[src/rtl/serial_adder_pkg.sv]
// Shared types and limits for the serial adder controller.
package serial_adder_pkg;

  // Largest operand width the controller is meant to be built with.
  localparam int unsigned WIDTH_MAX = 32;

  // Controller sequencing states.
  typedef enum logic [1:0] {
    StIdle = 2'd0,
    StRun  = 2'd1,
    StDone = 2'd2
  } state_t;

endpackage

[src/rtl/serial_fa_cell.sv]
// One-bit full adder built from two half adders plus an OR for the carry.
module serial_fa_cell
  import serial_adder_pkg::*;
(
  input  logic a,
  input  logic b,
  input  logic cin,
  output logic s,
  output logic cout
);

  logic p;
  logic g1;
  logic g2;

  // First half adder on the operands, second on the partial sum and carry-in.
  always_comb begin
    p    = a ^ b;
    g1   = a & b;
    s    = p ^ cin;
    g2   = p & cin;
    cout = g1 | g2;
  end

endmodule

[src/rtl/serial_adder_ctrl.sv]
// Bit-serial adder controller: accepts WIDTH-bit operands on start, adds them LSB first one bit
// per enabled cycle, then presents sum/cout with a done pulse.
// Optional feature: define SERIAL_SUB_EN to enable A-B via the sub input.
module serial_adder_ctrl
  import serial_adder_pkg::*;
#(
  parameter int unsigned WIDTH = 8,
  parameter int unsigned CNT_W = $clog2(WIDTH)
) (
  input  logic             clk,
  input  logic             rst_n,
  input  logic             ena,
  input  logic             start,
  input  logic [WIDTH-1:0] a_in,
  input  logic [WIDTH-1:0] b_in,
  input  logic             sub,
  output logic             busy,
  output logic             done,
  output logic [WIDTH-1:0] sum,
  output logic             cout
);

  localparam logic [CNT_W-1:0] LastBit = CNT_W'(WIDTH - 1);

  state_t           state;
  logic [WIDTH-1:0] a_sh;
  logic [WIDTH-1:0] b_sh;
  logic [WIDTH-1:0] sum_sh;
  logic             carry;
  logic [CNT_W-1:0] cnt;

  logic [WIDTH-1:0] b_load;
  logic             c_load;
  logic             bit_s;
  logic             bit_c;

`ifdef SERIAL_SUB_EN
  // Subtraction is A + ~B + 1: invert B on load and seed the carry with 1.
  always_comb begin
    b_load = sub ? ~b_in : b_in;
    c_load = sub;
  end
`else
  logic unused_sub;
  assign unused_sub = sub;

  // Addition only; the sub input has no effect in this build.
  always_comb begin
    b_load = b_in;
    c_load = 1'b0;
  end
`endif

  serial_fa_cell u_fa (
    .a    (a_sh[0]),
    .b    (b_sh[0]),
    .cin  (carry),
    .s    (bit_s),
    .cout (bit_c)
  );

  // Sequencer: accept operands, shift one bit per enabled cycle, publish result on the last bit.
  always_ff @(posedge clk) begin
    if (!rst_n) begin
      state  <= StIdle;
      busy   <= 1'b0;
      done   <= 1'b0;
      sum    <= '0;
      cout   <= 1'b0;
      carry  <= 1'b0;
      cnt    <= '0;
      a_sh   <= '0;
      b_sh   <= '0;
      sum_sh <= '0;
    end else if (ena) begin
      unique case (state)
        StIdle: begin
          if (start) begin
            a_sh  <= a_in;
            b_sh  <= b_load;
            carry <= c_load;
            cnt   <= '0;
            busy  <= 1'b1;
            state <= StRun;
          end
        end
        StRun: begin
          a_sh   <= a_sh >> 1;
          b_sh   <= b_sh >> 1;
          sum_sh <= {bit_s, sum_sh[WIDTH-1:1]};
          carry  <= bit_c;
          cnt    <= cnt + 1'b1;
          if (cnt == LastBit) begin
            // Outputs only change here so they hold the previous result during RUN.
            sum   <= {bit_s, sum_sh[WIDTH-1:1]};
            cout  <= bit_c;
            busy  <= 1'b0;
            done  <= 1'b1;
            state <= StDone;
          end
        end
        StDone: begin
          done  <= 1'b0;
          state <= StIdle;
        end
        default: begin
          busy  <= 1'b0;
          done  <= 1'b0;
          state <= StIdle;
        end
      endcase
    end
  end

endmodule
[config.mk]
export PLATFORM = sky130hd
export DESIGN_NAME = serial_adder_ctrl
export DESIGN_NICKNAME = d
export VERILOG_FILES = /design/src/rtl/serial_adder_pkg.sv /design/src/rtl/serial_fa_cell.sv /design/src/rtl/serial_adder_ctrl.sv
export SDC_FILE = /design/constraint.sdc
export NUM_CORES = 1
export LEC_CHECK = 0
export CORE_MARGIN = 1.5
export CORE_UTILIZATION = 52
export DETAILED_ROUTE_END_ITERATION = 8
export GPL_ROUTABILITY_DRIVEN = 0
export GPL_TIMING_DRIVEN = 1
export MAX_ROUTING_LAYER = met4
export PLACE_DENSITY = 0.81
export RECOVER_POWER = 100
export SKIP_CTS_REPAIR_TIMING = 1
export SLEW_MARGIN = 10
export SYNTH_ARGS = -nofsm -noshare
export SYNTH_HDL_FRONTEND = slang
export SYNTH_SLANG_ARGS = --single-unit
[constraint.sdc]
create_clock -name clk -period 1.8 [get_ports clk]
set_clock_uncertainty 0.05 [all_clocks]
set_input_delay 0.27 -clock clk [delete_from_list [all_inputs] [get_ports clk]]
set_output_delay 0.27 -clock clk [all_outputs]
set_load 0.02 [all_outputs]
Yosys cells after proc, flatten, opt, wreduce, memory -nomap -nowiden
Index checks and enable logic that the tools add are counted.

$add $sub $neg: 1. Eq/ne operators: 5. Mux-type cells: 16. Bitwise gates (word level): 7. Reduce and logical (&&, ||, !) cells: 8.

Operators by type and width (count): 8-bit case mux with 2 select lines (2); 8-bit two-way mux (2); 3-bit AND reduction (4); 3-bit case mux with 2 select lines (1); 1-bit two-way mux (4); 2-bit two-way mux (2); 2-bit != test, second input constant (2); 1-bit case mux with 2 select lines (2); 2-bit case mux with 2 select lines (1); 4-bit AND reduction (1); 3-bit by 1-bit adder with 3-bit output, second input constant (1); 3-bit equality test, second input constant (1); 3-bit two-way mux (1); 1-bit case mux with 3 select lines (1); 1-bit AND (2); 2-bit by 1-bit equality test with 1-bit output, second input constant (1); 2-bit equality test, second input constant (1); 2-bit logical NOT (1); 1-bit inverter (2); 2-bit AND reduction (1); 2-bit nonzero test (1); 1-bit XOR (2); 1-bit bitwise OR (1).

Register bits: 41. Bits of input ports: 21. Output and inout bits: 11. Logic and storage cells: 47.

Depth between registers and ports, before layout
Gate-level depths: netlist of run 1.

Depth after elaboration: 4. Depth in mapped cells: 6.

Modules after synthesis
Synthesis of run 1 repeated with hierarchy kept, for this count alone.

Cell total of the unflattened synthesis: 181. Area, all modules: 1863.0 µm².

Modules (own cells, without submodules): serial_adder_ctrl (times used 1, cells each 180, area each 1843.0 µm²); serial_fa_cell (times used 1, cells each 1, area each 20.0 µm²).

Worst setup path after synthesis of run 1
OpenSTA, ideal clock, no wires.

Path kind: register to register. Start point: register cnt[0]. End point: register sum[0]. Data arrival time: 1.130 ns. Required time: 1.607 ns. Path slack: 0.477 ns. Stages on the path, launching flop included: 7. Buffers on the path: 1. Clock period less this slack: 1.323 ns. Cells stage by stage: dfxtp_1 -> ha_1 -> ha_1 -> and4b_1 -> buf_2 -> nand2_1 -> a21oi_1.

Cells in the longest elaborated chain, start to end: 2.

Ends and longest elaborated chain: start: declaration (line serial_adder_ctrl.sv:30) `logic [CNT_W-1:0] cnt;`; start signal: assignment (line serial_adder_ctrl.sv:92) `cnt <= cnt + 1'b1;`; 3-bit equality test (line serial_adder_ctrl.sv:93) `if (cnt == LastBit) begin`; 3-bit AND reduction (no line); end signal: assignment (line serial_adder_ctrl.sv:95) `sum <= {bit_s, sum_sh[WIDTH-1:1]};`; end: declaration (line serial_adder_ctrl.sv:19) `output logic [WIDTH-1:0] sum,`.

Every way passes these cells. A chain may end at the register's enable or synchronous reset.

Worst setup path in the final report of run 1
Start point: register sum[4]. End point: output port sum[4].

No word-level cell between the ends.

==> results of run 1 <==
==> layout make-up <==
| cell class | count | area (um^2) |
|---|---|---|
| clock buffer | 6 | 41.29 |
| inverter | 2 | 7.507 |
| clock inverter | 2 | 35.03 |
| fill | 279 | 1109 |
| tap | 46 | 57.56 |
| sequential | 40 | 800.8 |
| multi-input combinational | 122 | 852.1 |
| timing repair buffer | 42 | 434.2 |
==> cells by family after synthesis <==
logic type | after synthesis | synth area share [%]
mux | 21 | 11.59
fa+ha+maj | 3 | 2.483
simple gates | 42 | 12.55
compound gates | 56 | 22.90
buf+inv | 17 | 6.344
flops | 40 | 44.14
==> through the flow <==
step                hold WS (ns)  total power, mW  cells
finish                    0.4085            1.770    260
global route              0.4382            1.837    260
CTS                       0.4107            1.792    260
detailed placement        0.3999            1.226    252
global placement          0.3921            1.212    252
floorplan                 0.3375            1.126    179
==> state kept, by name, indices dropped and copies added (netlist names) <==
register	cells
cout	1
sum	8
sum_sh	7
a_sh	8
done	1
carry	1
cnt	3
b_sh	8
busy	1
state	2
==> Yosys cell counts (all sizes together) (3+ instances only) <==
cell type  count
a211oi        15
a21oi         30
buf           13
dfxtp         40
mux2i         21
nand2         20
nand4b         4
nor2           9
o21ai          6
or2            3
==> power by group <==
group | total (mW) | switching [mW] | internal (mW) | leakage, nW
sequential | 0.945 | 0.0270 | 0.918 | 0.326
clock | 0.580 | 0.289 | 0.291 | 0.0422
combinational | 0.245 | 0.114 | 0.131 | 0.485
==> layer usage <==
metal	vias to the layer above	share of wire, %
met5	-	0
met4	0	1.6
met3	9	4.1
met2	33	52
met1	698	42
li1	708	-
==> path summary, 6_finish.rpt <==
check,slack (ns),endpoint
max reg2reg,0.16,sum_sh[6]
min reg2reg,0.41,sum[3]
max,0.11,sum[4]
min,0.41,a_sh[7]
==> results.toml, run 1 <==
[critical_path]
critPathMaxStageDelay_ns = 0.67
critPathKind = "flop to output port"
setup.worst_path.end_class = "output port"
cp.arrival_ns = 1.37
startpoint = "sum[4]"
crit_path_start_kind = "flop"
cp_cell_sequence = "dlygate4sd3_1"
crit_buf_inv = 1
r2r-start = "state[1]"
path_depth = 1
slowest_stage = "dlygate4sd3_1"
reg2reg_depth = 4
worst-endpoint-required_ns = 1.48
crit_fanout = 2
path_delay_family = "buffers and inverters"

[global_route]
grt_pass1_wl_um = 5947
grt_max_degree = 39
grt_overflow = 0
grt_antenna_before_repair = 0
grt_util_met2_pct = 37.80
grt_pass1_vias = 1376
grt-busiest-layer = "met2"
grt_util_met3_pct = 4.969
grt_usage_pct = 21.92
met1_usage_pct = 24.27

[placed_design]
port_buffers = 30
dp_worst_setup_slack_ns = 0.01559
place_area_um2 = 2205
dp_hpwl_um = 2699

[layout]
drive_gt1_share_pct = 14.95
stdcell_area_um2 = 2228
num_antenna_cells = 0
syn_to_final_growth_pct = 22.83
mostFrequentLayoutCells = "dfxtp_1 (40), clkdlybuf4s50_1 (23), mux2i_1 (21)"
final_nets = 237
finalCoreUtilization_pct = 66.78
final_common_cell = "dfxtp_1"

[timing]
fin_ws_ns = 0.1056
min_period_over_period_pct = 94.13
fin_setup_tns_ns = 0
hold_viol = 0
finalSetupViolations = 0
fin_crit_ns = 1.694
max_slew_margin_pct = 66.17
drv_slew = 0
rsz0062_at_grt = "false"
fmax_ghz = 0.5902
tightestPinTransition_ns = 0.5074

[min_path]
min_path_cells = 3
hold_start = "a_in[7]"
hp-class = "primary input to flop"

[synthesis]
synthArstFlopShare_pct = 0
yosysUniqueCellTypes = 30
synth_edf_count = 0
synth_top_area_cell = "dfxtp_1"
syn-num-nets = 203
ys_warn_count = 0
synth-main-ff-cell = "dfxtp_1"
syn_area_um2 = 1814
synthTopCellsByArea = "dfxtp_1 (44%), mux2i_1 (12%), a211oi_2 (6.9%)"
synth_cells = 179
synthesis.area_per_instance_um2 = 10.14
yosysSeqAreaShare_pct = 44.14
yosysTopAreaCellShare_pct = 44.14
yosys_register_bits = 40

[detailed_routing]
drcViolationCount = 0
vias_per_cell = 5.569
drt-total-wl_um = 3757
drtIter0Drc = 70
wl_per_cell_um = 14.45
drt_first_pass_iters = 6
antenna_left = 0
vias = 1448

[cts]
numCtsBuffers = 5
cts_tree = "built"
clk_latency_ns = 0.36
clk_pin_slew_worst_paths_ns = 0.12
htreeDepth = 2
clock_path_buffers = 2
cts_root_buffer = "clkbuf_4"
clock_sinks = 40

[floorplan]
io_pins = 32
start_util_pct = 54.37
core_area_um2 = 3337
die_y_um = 62.07
fp-row-count = 21
die_w_um = 62.07
dieArea_um2 = 3852

[outcome]
status = "completed"

[power]
p_leak_nw = 0.8533
p_per_area_nw_per_um2 = 794.4
peakVddDrop_mv = 0.5178

[flow_run]
max_cap_violations = 0
Power figures use the tool's default switching activity.
==> run 2, diff against run 1 <==
--- a/config.mk
+++ b/config.mk
@@ -17,4 +17,5 @@
 export SLEW_MARGIN = 10
 export SYNTH_ARGS = -nofsm -noshare
 export SYNTH_HDL_FRONTEND = slang
+export SYNTH_HIERARCHICAL = 1
 export SYNTH_SLANG_ARGS = --single-unit
==> results.toml, run 2 <==
[outcome]
status = "completed"

[flow_run]
max_cap_violations = 0

[layout]
multi_input_area_um2 = 959.7
regArea_um2 = 800.8
final_nets = 239
mostFrequentLayoutCells = "dfxtp_1 (40), nand2_1 (22), mux2i_1 (21), clkdlybuf4s50_1 (21), a21boi_0 (15)"
drive_gt1_share_pct = 12.96
reg_top3 = "a_sh: 8 flops, b_sh: 8 flops, sum: 8 flops"
final_common_cell = "dfxtp_1"
syn_to_final_growth_pct = 23.44
num_antenna_cells = 0
stdcell_area_um2 = 2300
fill_cells = 279

[synthesis]
synthTopCellsByArea = "dfxtp_1 (43%), mux2i_1 (11%), o211a_1 (7.5%)"
yosysSeqAreaShare_pct = 42.98
synth_edf_count = 0
synth-main-ff-cell = "dfxtp_1"
yosysTopAreaCellShare_pct = 42.98
ys_warn_count = 6
synth_cells = 181
syn-num-nets = 205
synthesis.area_per_instance_um2 = 10.29
synth_top_area_cell = "dfxtp_1"
ys_top_cells_by_count = "dfxtp_1 (40), nand2_1 (22), mux2i_1 (21), a21boi_1 (14), o211a_1 (14)"
yosys_register_bits = 40
syn_area_um2 = 1863
yosysUniqueCellTypes = 30
synth.most_common_cell = "dfxtp_1"
synthArstFlopShare_pct = 0

[timing]
hold_slack_ns = 0.4168
drv_slew = 0
fin_setup_tns_ns = 0
max_slew_margin_pct = 75.99
fmax_ghz = 0.5897
tightestPinTransition_ns = 0.3597
fin_crit_ns = 1.696
rsz0062_at_grt = "false"
finalSetupViolations = 0
hold_viol = 0
min_period_over_period_pct = 94.22

[global_route]
grt_pass1_vias = 1384
grt_usage_pct = 18.95
grt_antenna_before_repair = 0
grt_max_degree = 41
grt_pass1_wl_um = 5858
grt_overflow = 0

[power]
p_per_area_nw_per_um2 = 777.0
p_leak_nw = 1.035
peakVddDrop_mv = 0.4086
power_mw = 1.787

[critical_path]
crit_path_start_kind = "flop"
regToRegSetupSlack_ns = 0.23
critPathMaxStageDelay_ns = 0.68
setup.worst_path.end_class = "output port"
critPathKind = "flop to output port"
crit_buf_inv = 1
cp.arrival_ns = 1.38
reg2reg_depth = 5
slowest_stage = "dlygate4sd3_1"
r2r-end = "sum_sh[2]"
worst-endpoint-required_ns = 1.48
r2r-start = "state[0]"
path_delay_family = "buffers and inverters"
crit_fanout = 2
cp_cell_sequence = "dlygate4sd3_1"

[cts]
clk_pin_slew_worst_paths_ns = 0.11
clock_path_buffers = 2
htreeDepth = 2
clk_latency_ns = 0.34
cts_root_buffer = "clkbuf_4"
clock_sinks = 40
numCtsBuffers = 5
cts_tree = "built"

[placed_design]
port_buffers = 30
place_area_um2 = 2251
dp_hpwl_um = 2394

[floorplan]
fp-row-count = 21
io_pins = 32
core_area_um2 = 3390
die_w_um = 62.86
start_util_pct = 54.96
dieArea_um2 = 3951
die_y_um = 62.86

[detailed_routing]
vias_per_cell = 5.408
drt-total-wl_um = 3372
drt_first_pass_iters = 6
drtIter0Drc = 39
antenna_left = 0
drcViolationCount = 0
vias = 1417
wl_per_cell_um = 12.87

[min_path]
hold_start = "sum[2]"
min_path_cells = 2
hold_end = "sum[2]"
hp-class = "flop to flop"
[run 2: cell types whose count changed in the layout (fill, tap and decap cells not counted), moves of 4 or more]
cell and change:
a21boi_0 +15, nand3_1 +4, a211oi_1 -13, o211a_1 +14, nor2b_1 +7, nor2_1 -4
nand3_2 +10, a21oi_1 -19, a21oi_2 -10
[run 2: kinds of logic (layout without fill, tap and decap cells)]
logic type | Yosys count | count (layout) | synth area share, %
flops | 40 | 40 | 42.98
compound gates | 41 | 41 | 17.46
mux | 21 | 21 | 11.28
fa+ha+maj | 3 | 3 | 2.418
buf+inv | 15 | 50 | 5.238
simple gates | 61 | 61 | 20.62
[run 2: cell type report]
cell class                      instances  share of cell area [%]
Clock buffer                            6                   1.795
Clock inverter                          2                   1.523
Multi-Input combinational cell        126                   41.73
Sequential cell                        40                   34.82
Tap cell                               46                   2.503
Timing Repair Buffer                   42                   17.63
[run 2: metal layers]
metal	track usage (%)	wire length [um]	up-vias
li1	-	-	715
met1	21.27	1539	675
met2	33.06	1669	22
met3	4.324	114	5
met4	6.667	48	0
met5	-	0	-
[run 2: worst max path at each step]
stage	start	to	slack [ns]	cells past startpoint
5_1_grt	sum[1]	sum[1]	0.07	1
6_report	sum[5]	sum[5]	0.10	1
3_5_place_dp	ena	sum_sh[2]	0.10	5
3_3_place_gp	ena	b_sh[3]	0.12	5
2_1_floorplan	cnt[0]	cout	0.49	6
4_1_cts	sum[5]	sum[5]	0.16	1
[run 2: worst register-to-register path: stages (launching register included)]
cell      delay [ns]
dfxtp_1         0.55
clkbuf_1        0.28
nand3b_1        0.16
buf_4           0.20
mux2i_1         0.16
nor2b_1         0.07
[run 2: power breakdown]
part	total (mW)	switching (mW)	internal (mW)
sequential	0.949	0.0264	0.922
clock	0.579	0.287	0.291
combinational	0.260	0.116	0.143
total	1.79	0.430	1.36
[run 2: through the flow]
stage               cells  setup slack [ns]  util, %
floorplan             181            0.4860        -
global placement      254            0.1190    66.41
detailed placement    254            0.1006    66.41
CTS                   262            0.1603    68.66
global route          262           0.06686    67.85
finish                262            0.1041    67.85
